[config.mk]
export PLATFORM = sky130hd
export DESIGN_NAME = exception_sequencer_flat
export DESIGN_NICKNAME = d
export VERILOG_FILES = /design/src/rtl/exception_sequencer_pkg.sv /design/src/rtl/exception_sequencer_if.sv /design/src/rtl/exc_priority_enc.sv /design/src/rtl/exception_sequencer.sv /design/src/flat_wrapper.sv
export SDC_FILE = /design/constraint.sdc
export NUM_CORES = 1
export LEC_CHECK = 0
export ABC_AREA = 1
export ABC_CLOCK_PERIOD_IN_PS = 2000
export BUFFER_PORTS_ARGS = -buffer_cell sky130_fd_sc_hd__buf_2
export CAP_MARGIN = 15
export CORE_MARGIN = 4
export CORE_UTILIZATION = 51
export DETAILED_ROUTE_END_ITERATION = 12
export PLACE_DENSITY_LB_ADDON = 0.05
export SYNTH_ARGS = -nofsm -noshare
export SYNTH_HDL_FRONTEND = slang
export SYNTH_HIERARCHICAL = 1
export SYNTH_SLANG_ARGS = --single-unit
[constraint.sdc]
create_clock -name clock -period 2 [get_ports clock]
set_input_delay 0.2 -clock clock [delete_from_list [all_inputs] [get_ports clock]]
set_output_delay 0.2 -clock clock [all_outputs]
set_load 0.01 [all_outputs]
[src/rtl/exception_sequencer_pkg.sv]
// Shared definitions for the exception sequencer: MIPS ExcCodes, FSM states,
// the priority-encoder result bundle and the EPC adjustment helper.
package exception_sequencer_pkg;

  localparam logic [4:0] EXC_INT  = 5'd0;
  localparam logic [4:0] EXC_ADEL = 5'd4;
  localparam logic [4:0] EXC_ADES = 5'd5;
  localparam logic [4:0] EXC_SYS  = 5'd8;
  localparam logic [4:0] EXC_BP   = 5'd9;
  localparam logic [4:0] EXC_RI   = 5'd10;
  localparam logic [4:0] EXC_OV   = 5'd12;
  localparam logic [4:0] EXC_TR   = 5'd13;

  typedef enum logic [1:0] {
    ST_IDLE     = 2'd0,
    ST_COMMIT   = 2'd1,
    ST_REDIRECT = 2'd2
  } seq_state_t;

  // flush bit order: [0]=IF [1]=ID [2]=EX [3]=M
  typedef struct packed {
    logic        valid;
    logic [4:0]  code;
    logic [31:0] epc;
    logic        bd;
    logic [3:0]  flush;
  } exc_sel_t;

  // A delay-slot instruction restarts at its branch, one word earlier.
  function automatic logic [31:0] epc_adjust(input logic [31:0] pc, input logic bd);
    return bd ? (pc - 32'd4) : pc;
  endfunction

endpackage

[src/rtl/exception_sequencer_if.sv]
// Bundle between pipeline/CP0 (master) and the exception sequencer (slave).
interface exception_sequencer_if;
  // Handshake: Exc_Req rises the cycle after a flag is accepted and stays high
  // until Exc_Ack is sampled high on a rising edge (or the ack timeout expires);
  // Exc_Ack seen while Exc_Req is low is ignored.
  logic        Stall;
  logic        EXC_AdIF, EXC_Sys, EXC_Bp, EXC_RI, EXC_Ov, EXC_Tr, EXC_AdEL, EXC_AdES;
  logic        Int_Pend;
  logic [31:0] IF_PC, ID_PC, EX_PC, M_PC;
  logic        ID_BD, EX_BD, M_BD;
  logic        Exc_Ack;
  logic        Flush_IF, Flush_ID, Flush_EX, Flush_M;
  logic        Exc_Stall, Exc_Req;
  logic [4:0]  Exc_Code;
  logic [31:0] Exc_EPC;
  logic        Exc_BD;
  logic        Exc_Redirect;
  logic [31:0] Exc_Vector;
  logic        Exc_Timeout;

  modport master (
    output Stall, EXC_AdIF, EXC_Sys, EXC_Bp, EXC_RI, EXC_Ov, EXC_Tr, EXC_AdEL, EXC_AdES,
           Int_Pend, IF_PC, ID_PC, EX_PC, M_PC, ID_BD, EX_BD, M_BD, Exc_Ack,
    input  Flush_IF, Flush_ID, Flush_EX, Flush_M, Exc_Stall, Exc_Req, Exc_Code, Exc_EPC,
           Exc_BD, Exc_Redirect, Exc_Vector, Exc_Timeout
  );

  modport slave (
    input  Stall, EXC_AdIF, EXC_Sys, EXC_Bp, EXC_RI, EXC_Ov, EXC_Tr, EXC_AdEL, EXC_AdES,
           Int_Pend, IF_PC, ID_PC, EX_PC, M_PC, ID_BD, EX_BD, M_BD, Exc_Ack,
    output Flush_IF, Flush_ID, Flush_EX, Flush_M, Exc_Stall, Exc_Req, Exc_Code, Exc_EPC,
           Exc_BD, Exc_Redirect, Exc_Vector, Exc_Timeout
  );
endinterface

[src/rtl/exc_priority_enc.sv]
// Combinational oldest-first exception selection: picks the stage, ExcCode,
// EPC/BD and the mask of stages to kill (selected stage and everything younger).
module exc_priority_enc
  import exception_sequencer_pkg::*;
(
  input  logic        adif,
  input  logic        sys,
  input  logic        bp,
  input  logic        ri,
  input  logic        ov,
  input  logic        tr,
  input  logic        adel,
  input  logic        ades,
  input  logic        int_pend,
  input  logic [31:0] if_pc,
  input  logic [31:0] id_pc,
  input  logic [31:0] ex_pc,
  input  logic [31:0] m_pc,
  input  logic        id_bd,
  input  logic        ex_bd,
  input  logic        m_bd,
  output exc_sel_t    sel
);

  always_comb begin
    sel = '0;
    if (adel || ades || int_pend) begin
      sel.valid = 1'b1;
      sel.code  = adel ? EXC_ADEL : (ades ? EXC_ADES : EXC_INT);
      sel.epc   = epc_adjust(m_pc, m_bd);
      sel.bd    = m_bd;
      sel.flush = 4'b1111;
    end else if (ov || tr) begin
      sel.valid = 1'b1;
      sel.code  = ov ? EXC_OV : EXC_TR;
      sel.epc   = epc_adjust(ex_pc, ex_bd);
      sel.bd    = ex_bd;
      sel.flush = 4'b0111;
    end else if (sys || bp || ri) begin
      sel.valid = 1'b1;
      sel.code  = sys ? EXC_SYS : (bp ? EXC_BP : EXC_RI);
      sel.epc   = epc_adjust(id_pc, id_bd);
      sel.bd    = id_bd;
      sel.flush = 4'b0011;
    end else if (adif) begin
      // IF has no delay-slot information; fetch faults report the raw PC.
      sel.valid = 1'b1;
      sel.code  = EXC_ADEL;
      sel.epc   = if_pc;
      sel.bd    = 1'b0;
      sel.flush = 4'b0001;
    end
  end

endmodule

[src/rtl/exception_sequencer.sv]
// Exception sequencer: accepts the oldest exception, holds a CP0 write request
// until ack or timeout, then issues a one-cycle redirect to the exception vector.
module exception_sequencer
  import exception_sequencer_pkg::*;
#(
  parameter logic [31:0] EXC_VECTOR  = 32'h80000180,
  parameter int          ACK_TIMEOUT = 16
) (
  input  logic                 clock,
  input  logic                 reset,
  exception_sequencer_if.slave bus,
  output seq_state_t           debug_state
);

  localparam int            CW       = $clog2(ACK_TIMEOUT);
  localparam logic [CW-1:0] CNT_LAST = CW'(ACK_TIMEOUT - 1);

  seq_state_t    state, state_nxt;
  exc_sel_t      sel;
  logic [4:0]    code_q;
  logic [31:0]   epc_q;
  logic          bd_q;
  logic [3:0]    flush_q;
  logic [CW-1:0] cnt;
  logic          timeout_q;
  logic          accept, expire;
  logic [3:0]    flush_vec;
  logic          req, stall_o, redirect;

  exc_priority_enc u_prio (
    .adif     (bus.EXC_AdIF),
    .sys      (bus.EXC_Sys),
    .bp       (bus.EXC_Bp),
    .ri       (bus.EXC_RI),
    .ov       (bus.EXC_Ov),
    .tr       (bus.EXC_Tr),
    .adel     (bus.EXC_AdEL),
    .ades     (bus.EXC_AdES),
    .int_pend (bus.Int_Pend),
    .if_pc    (bus.IF_PC),
    .id_pc    (bus.ID_PC),
    .ex_pc    (bus.EX_PC),
    .m_pc     (bus.M_PC),
    .id_bd    (bus.ID_BD),
    .ex_bd    (bus.EX_BD),
    .m_bd     (bus.M_BD),
    .sel      (sel)
  );

  assign accept = (state == ST_IDLE) && !bus.Stall && sel.valid;
  assign expire = (cnt == CNT_LAST);

  always_ff @(posedge clock or posedge reset) begin
    if (reset) state <= ST_IDLE;
    else       state <= state_nxt;
  end

  always_comb begin
    state_nxt = state;
    case (state)
      ST_IDLE:     if (accept) state_nxt = ST_COMMIT;
      ST_COMMIT:   if (bus.Exc_Ack || expire) state_nxt = ST_REDIRECT;
      ST_REDIRECT: state_nxt = ST_IDLE;
      default:     state_nxt = ST_IDLE;
    endcase
  end

  always_comb begin
    flush_vec = 4'b0000;
    req       = 1'b0;
    stall_o   = 1'b0;
    redirect  = 1'b0;
    case (state)
      ST_IDLE:     if (accept) flush_vec = sel.flush;
      ST_COMMIT: begin
        flush_vec = flush_q;
        req       = 1'b1;
        stall_o   = 1'b1;
      end
      ST_REDIRECT: begin
        flush_vec = 4'b0001;
        stall_o   = 1'b1;
        redirect  = 1'b1;
      end
      default: ;
    endcase
  end

  // Holding registers, ack-timeout counter and the sticky timeout flag.
  always_ff @(posedge clock or posedge reset) begin
    if (reset) begin
      code_q    <= '0;
      epc_q     <= '0;
      bd_q      <= 1'b0;
      flush_q   <= '0;
      cnt       <= '0;
      timeout_q <= 1'b0;
    end else begin
      if (accept) begin
        code_q  <= sel.code;
        epc_q   <= sel.epc;
        bd_q    <= sel.bd;
        flush_q <= sel.flush;
      end
      if (state == ST_COMMIT) begin
        cnt <= cnt + CW'(1);
        // A same-cycle ack wins over the timeout.
        if (!bus.Exc_Ack && expire) timeout_q <= 1'b1;
      end else begin
        cnt <= '0;
      end
    end
  end

  assign bus.Flush_IF     = flush_vec[0];
  assign bus.Flush_ID     = flush_vec[1];
  assign bus.Flush_EX     = flush_vec[2];
  assign bus.Flush_M      = flush_vec[3];
  assign bus.Exc_Req      = req;
  assign bus.Exc_Stall    = stall_o;
  assign bus.Exc_Redirect = redirect;
  assign bus.Exc_Code     = code_q;
  assign bus.Exc_EPC      = epc_q;
  assign bus.Exc_BD       = bd_q;
  assign bus.Exc_Vector   = EXC_VECTOR;
  assign bus.Exc_Timeout  = timeout_q;
  assign debug_state      = state;

endmodule

[src/flat_wrapper.sv]
// flat-port wrapper written by rule: the top's interface ports become plain ports
module exception_sequencer_flat import exception_sequencer_pkg::*;
#(
  parameter logic [31:0] EXC_VECTOR  = 32'h80000180,
  parameter int          ACK_TIMEOUT = 16
)
  (clock, reset, debug_state, bus_Stall, bus_EXC_AdIF, bus_EXC_Sys, bus_EXC_Bp, bus_EXC_RI, bus_EXC_Ov, bus_EXC_Tr, bus_EXC_AdEL, bus_EXC_AdES, bus_Int_Pend, bus_IF_PC, bus_ID_PC, bus_EX_PC, bus_M_PC, bus_ID_BD, bus_EX_BD, bus_M_BD, bus_Exc_Ack, bus_Flush_IF, bus_Flush_ID, bus_Flush_EX, bus_Flush_M, bus_Exc_Stall, bus_Exc_Req, bus_Exc_Code, bus_Exc_EPC, bus_Exc_BD, bus_Exc_Redirect, bus_Exc_Vector, bus_Exc_Timeout);
  exception_sequencer_if bus_i ();
  input  logic clock;
  input  logic reset;
  output seq_state_t debug_state;
  input wire logic [$bits(bus_i.Stall)-1:0] bus_Stall;
  input wire logic [$bits(bus_i.EXC_AdIF)-1:0] bus_EXC_AdIF;
  input wire logic [$bits(bus_i.EXC_Sys)-1:0] bus_EXC_Sys;
  input wire logic [$bits(bus_i.EXC_Bp)-1:0] bus_EXC_Bp;
  input wire logic [$bits(bus_i.EXC_RI)-1:0] bus_EXC_RI;
  input wire logic [$bits(bus_i.EXC_Ov)-1:0] bus_EXC_Ov;
  input wire logic [$bits(bus_i.EXC_Tr)-1:0] bus_EXC_Tr;
  input wire logic [$bits(bus_i.EXC_AdEL)-1:0] bus_EXC_AdEL;
  input wire logic [$bits(bus_i.EXC_AdES)-1:0] bus_EXC_AdES;
  input wire logic [$bits(bus_i.Int_Pend)-1:0] bus_Int_Pend;
  input wire logic [$bits(bus_i.IF_PC)-1:0] bus_IF_PC;
  input wire logic [$bits(bus_i.ID_PC)-1:0] bus_ID_PC;
  input wire logic [$bits(bus_i.EX_PC)-1:0] bus_EX_PC;
  input wire logic [$bits(bus_i.M_PC)-1:0] bus_M_PC;
  input wire logic [$bits(bus_i.ID_BD)-1:0] bus_ID_BD;
  input wire logic [$bits(bus_i.EX_BD)-1:0] bus_EX_BD;
  input wire logic [$bits(bus_i.M_BD)-1:0] bus_M_BD;
  input wire logic [$bits(bus_i.Exc_Ack)-1:0] bus_Exc_Ack;
  output wire logic [$bits(bus_i.Flush_IF)-1:0] bus_Flush_IF;
  output wire logic [$bits(bus_i.Flush_ID)-1:0] bus_Flush_ID;
  output wire logic [$bits(bus_i.Flush_EX)-1:0] bus_Flush_EX;
  output wire logic [$bits(bus_i.Flush_M)-1:0] bus_Flush_M;
  output wire logic [$bits(bus_i.Exc_Stall)-1:0] bus_Exc_Stall;
  output wire logic [$bits(bus_i.Exc_Req)-1:0] bus_Exc_Req;
  output wire logic [$bits(bus_i.Exc_Code)-1:0] bus_Exc_Code;
  output wire logic [$bits(bus_i.Exc_EPC)-1:0] bus_Exc_EPC;
  output wire logic [$bits(bus_i.Exc_BD)-1:0] bus_Exc_BD;
  output wire logic [$bits(bus_i.Exc_Redirect)-1:0] bus_Exc_Redirect;
  output wire logic [$bits(bus_i.Exc_Vector)-1:0] bus_Exc_Vector;
  output wire logic [$bits(bus_i.Exc_Timeout)-1:0] bus_Exc_Timeout;
  assign bus_i.Stall = bus_Stall;
  assign bus_i.EXC_AdIF = bus_EXC_AdIF;
  assign bus_i.EXC_Sys = bus_EXC_Sys;
  assign bus_i.EXC_Bp = bus_EXC_Bp;
  assign bus_i.EXC_RI = bus_EXC_RI;
  assign bus_i.EXC_Ov = bus_EXC_Ov;
  assign bus_i.EXC_Tr = bus_EXC_Tr;
  assign bus_i.EXC_AdEL = bus_EXC_AdEL;
  assign bus_i.EXC_AdES = bus_EXC_AdES;
  assign bus_i.Int_Pend = bus_Int_Pend;
  assign bus_i.IF_PC = bus_IF_PC;
  assign bus_i.ID_PC = bus_ID_PC;
  assign bus_i.EX_PC = bus_EX_PC;
  assign bus_i.M_PC = bus_M_PC;
  assign bus_i.ID_BD = bus_ID_BD;
  assign bus_i.EX_BD = bus_EX_BD;
  assign bus_i.M_BD = bus_M_BD;
  assign bus_i.Exc_Ack = bus_Exc_Ack;
  assign bus_Flush_IF = bus_i.Flush_IF;
  assign bus_Flush_ID = bus_i.Flush_ID;
  assign bus_Flush_EX = bus_i.Flush_EX;
  assign bus_Flush_M = bus_i.Flush_M;
  assign bus_Exc_Stall = bus_i.Exc_Stall;
  assign bus_Exc_Req = bus_i.Exc_Req;
  assign bus_Exc_Code = bus_i.Exc_Code;
  assign bus_Exc_EPC = bus_i.Exc_EPC;
  assign bus_Exc_BD = bus_i.Exc_BD;
  assign bus_Exc_Redirect = bus_i.Exc_Redirect;
  assign bus_Exc_Vector = bus_i.Exc_Vector;
  assign bus_Exc_Timeout = bus_i.Exc_Timeout;
  exception_sequencer #(.EXC_VECTOR(EXC_VECTOR), .ACK_TIMEOUT(ACK_TIMEOUT)) u_core (.clock(clock), .reset(reset), .bus(bus_i), .debug_state(debug_state));
endmodule
==> results.md <==
* Number of iterations in the first detailed-routing pass at 6
* Final period util at between 90 and 100%
* R2r startpoint: u_core/debug_state[0]
* All-Layer GR Usage at 29.5%
* Leak at 4.01 nW
* Synthesized area at 5950 µm²
* Die height at 116 µm
* Avg Vias per Cell at 5.17
* Setup repair after global routing missed its margin: false
* Post-synth ARST share at 100%
* Die Wd at 116 µm
* Final wirelength at 20400 µm
* Synth Area in Simple Gates at roughly 51%
* # DRC at 0
* Initial cell density of the core at a little over half
* Maxcap violations at 0
* CP startpoint: u_core/debug_state[0]
* TritonCTS sink count at 49
* ANT nets after route at 0
* Final Max Tran Viols at 0
* Vias after detailed routing at 7129
* # H-tree levels at 2
* Largest family of logic cells by synthesized area: simple AND/OR/NAND/NOR gates
* Pwr/cell area at 705 nW/µm²
* Mux contribution to synthesized area at 0%
* Fmax at 0.537 GHz
* CTS tree: built
* Share of cells above drive strength 1 at 22.4%
* Count leader, synth: nand2_1
* Nets at 1387
* Top cells by area, synth: nand2_1 24%, dfrtp_1 21%, nand3_1 8.0%
* Register area at around 1200 µm²
* Final setup TNS at 0 ps
* Main synth FF type: dfrtp_1
* Overflow after GRT at 0
* Initial antenna violation count at 0
* Global-route wire length before repair at 31600 µm
* Post-Synthesis Cells at 1037
* R2R Setup Slk at roughly 320 ps
* Worst vdd ir at about 0.97 mV
* Fin cells at 1378
* DR WL/cell at 14.8 µm
* Core ar. at 11400 µm²
* Tmin final at 1860 ps
* Cell variety after synth at 46
* Ys Warns at 6
* Clock Path Buffers at 2
* Layout fillers at ~1200
* Worst-margin pin slew at slightly above 600 ps
* CP max FO at 6
* Sequential-to-total area share from yosys stat at 20.6%
* Row count at 39
* Number of global-route vias before repair at 6361
* Port bufs at 191
* Crit path launch type: register
* Area added between synthesis and finish at 20.8%
* Xor-xnor portion of the synthesized cell area at ~2.8%
* #FFs+latches synth at 49
* Post-synth EDFFs at 0
* Root Driver: clkbuf_16
* R2R Path End: u_core/flush_q[0]
* Clock Skew at 3.45 ps
* Worst hold-check path type: input pin to register
* Clk_lat worst skew at 280 ps
* Drt initial violations at 688
* Total die area at 13500 µm²
* Overall Power at between 5 and 6 mW
* Setup crit end: bus_Flush_EX
* Clock Pin Slew Worst Setup and Hold Paths at 60 ps
* Adder-cell share of the synthesized area at about 1.9%
* # setup viols final at 0
* Mapped Avg Cell Area at 5.73 µm²
* Yosys top cell area share at 24.2%
* Largest area contributor in the netlist: nand2_1
* Arr. time, crit path at 1660 ps
* Status: finished, final reports clean
* Maximum number of pins on one net before global-route repair at 33
* DP Wirelength at between 15000 and 20000 µm
* CP Capture Type: primary output
* CTS buffer count at 5
* N_diodes at 0
* Multi-input logic area at 3950 µm²
* Final Hold Vio Count at 0
* R2r worst-path depth at 9
* Worst slew margin at 58.4%
* IO Count at 224
* Worst endpoint required time at 1800 ps
* Complex-gate fraction of the synthesized area at 8.84%
* Placed Cells at between 1000 and 1500
* Placer Congestion at a little over 1
* Post-synth top cells: 383 x nand2_1, 123 x nor2_1, 117 x inv_1, 95 x nand3_1, 49 x dfrtp_1
* Critical path type: register to primary output
## worst min path at each step
stage	to	depth (start not counted)	from
6_report	u_core/bus.Exc_Timeout	4	bus_Exc_Ack
5_1_grt	u_core/bus.Exc_Timeout	4	bus_Exc_Ack
4_1_cts	u_core/bus.Exc_Timeout	4	bus_Exc_Ack
3_5_place_dp	u_core/cnt[0]	2	reset
3_3_place_gp	u_core/cnt[2]	2	reset
2_1_floorplan	u_core/bus.Exc_Code[1]	3	bus_EXC_Bp
## critical path, cell delays in order, from the launching register on
cell     delay (ps)
dfrtp_1         380
inv_1            90
ha_1            180
nand2_1         150
nor2_4          180
nand2_1          90
a21oi_1         150
buf_2           150
## placed cells by master (no fill, tap or decap), drive strengths merged, types with 2 or more instances in the layout
master	instances
a211oi	2
clkbuf	6
or2	5
a21oi	40
o22ai	2
nand2	390
o311ai	2
a31oi	2
nand4	18
conb	33
nand3	98
o21ai	41
nor2	146
nor3	17
xnor2	4
inv	120
xor2	15
nor4	3
dfrtp	49
ha	9
buf	218
nand3b	3
## cell families after synthesis
| family | Yosys count |
|---|---|
| other cells | 3 |
| compound gates | 97 |
| buf+inv | 180 |
| simple gates | 680 |
| flops | 49 |
| xor+xnor | 19 |
| fa+ha+maj | 9 |
## metrics by stage
step | setup slack [ps] | cell area (µm²) | hold slack [ps] | util, %
after floorplan | 366 | 6060 | 363 | -
after global placement | 61.9 | 6980 | 260 | 61.1
after detailed placement | 44.0 | 6980 | 272 | 61.1
after CTS | 123 | 7180 | 176 | 62.8
after global routing | 1.64 | 7190 | 182 | 62.9
final | 137 | 7190 | 179 | 62.9
## timing repair
| item | in CTS | in global routing |
|---|---|---|
| endpoints found under the hold margin | 23 | 0 |
| resized for setup | 0 | 1 |
| buffers inserted | 1 | 1 |
| hold buffers | 1 | 0 |
| pin swaps | 1 | 1 |
| setup endpoints to repair | 4 | 2 |
| gates cloned | 1 | 0 |
## power by group
part,internal (mW),switching (mW),total [mW]
clock network,0.624,0.347,0.970
logic,0.915,1.50,2.42
registers,1.42,0.259,1.68
total,2.96,2.11,5.07
## area by class of cell
class / instances / share of cell area [%]
flip-flops and latches: 49 / 17.1
clock buffers: 6 / 1.93
clock inverters: 2 / 0.522
repair buffers: 219 / 16.8
multi-input cells: 839 / 54.9
inverters: 120 / 6.27
well taps: 143 / 2.49
## state kept, by name, indices dropped and copies added (netlist names)
register,count
u_core/cnt,4
u_core/flush_q,4
u_core/bus.Exc_Timeout,1
u_core/bus.Exc_Code,5
u_core/debug_state,2
u_core/bus.Exc_BD,1
u_core/bus.Exc_EPC,32
## metal layers
metal  vias to the layer above  track usage, %  wire length (µm)
met3                        26            4.80              2070
met5                         -               0                 0
met4                         0            7.35               443
li1                       3603               -                 -
met1                      3139            41.2              8790
met2                       361            47.9              9090
Note: power is estimated with default switching activity, not from simulation.
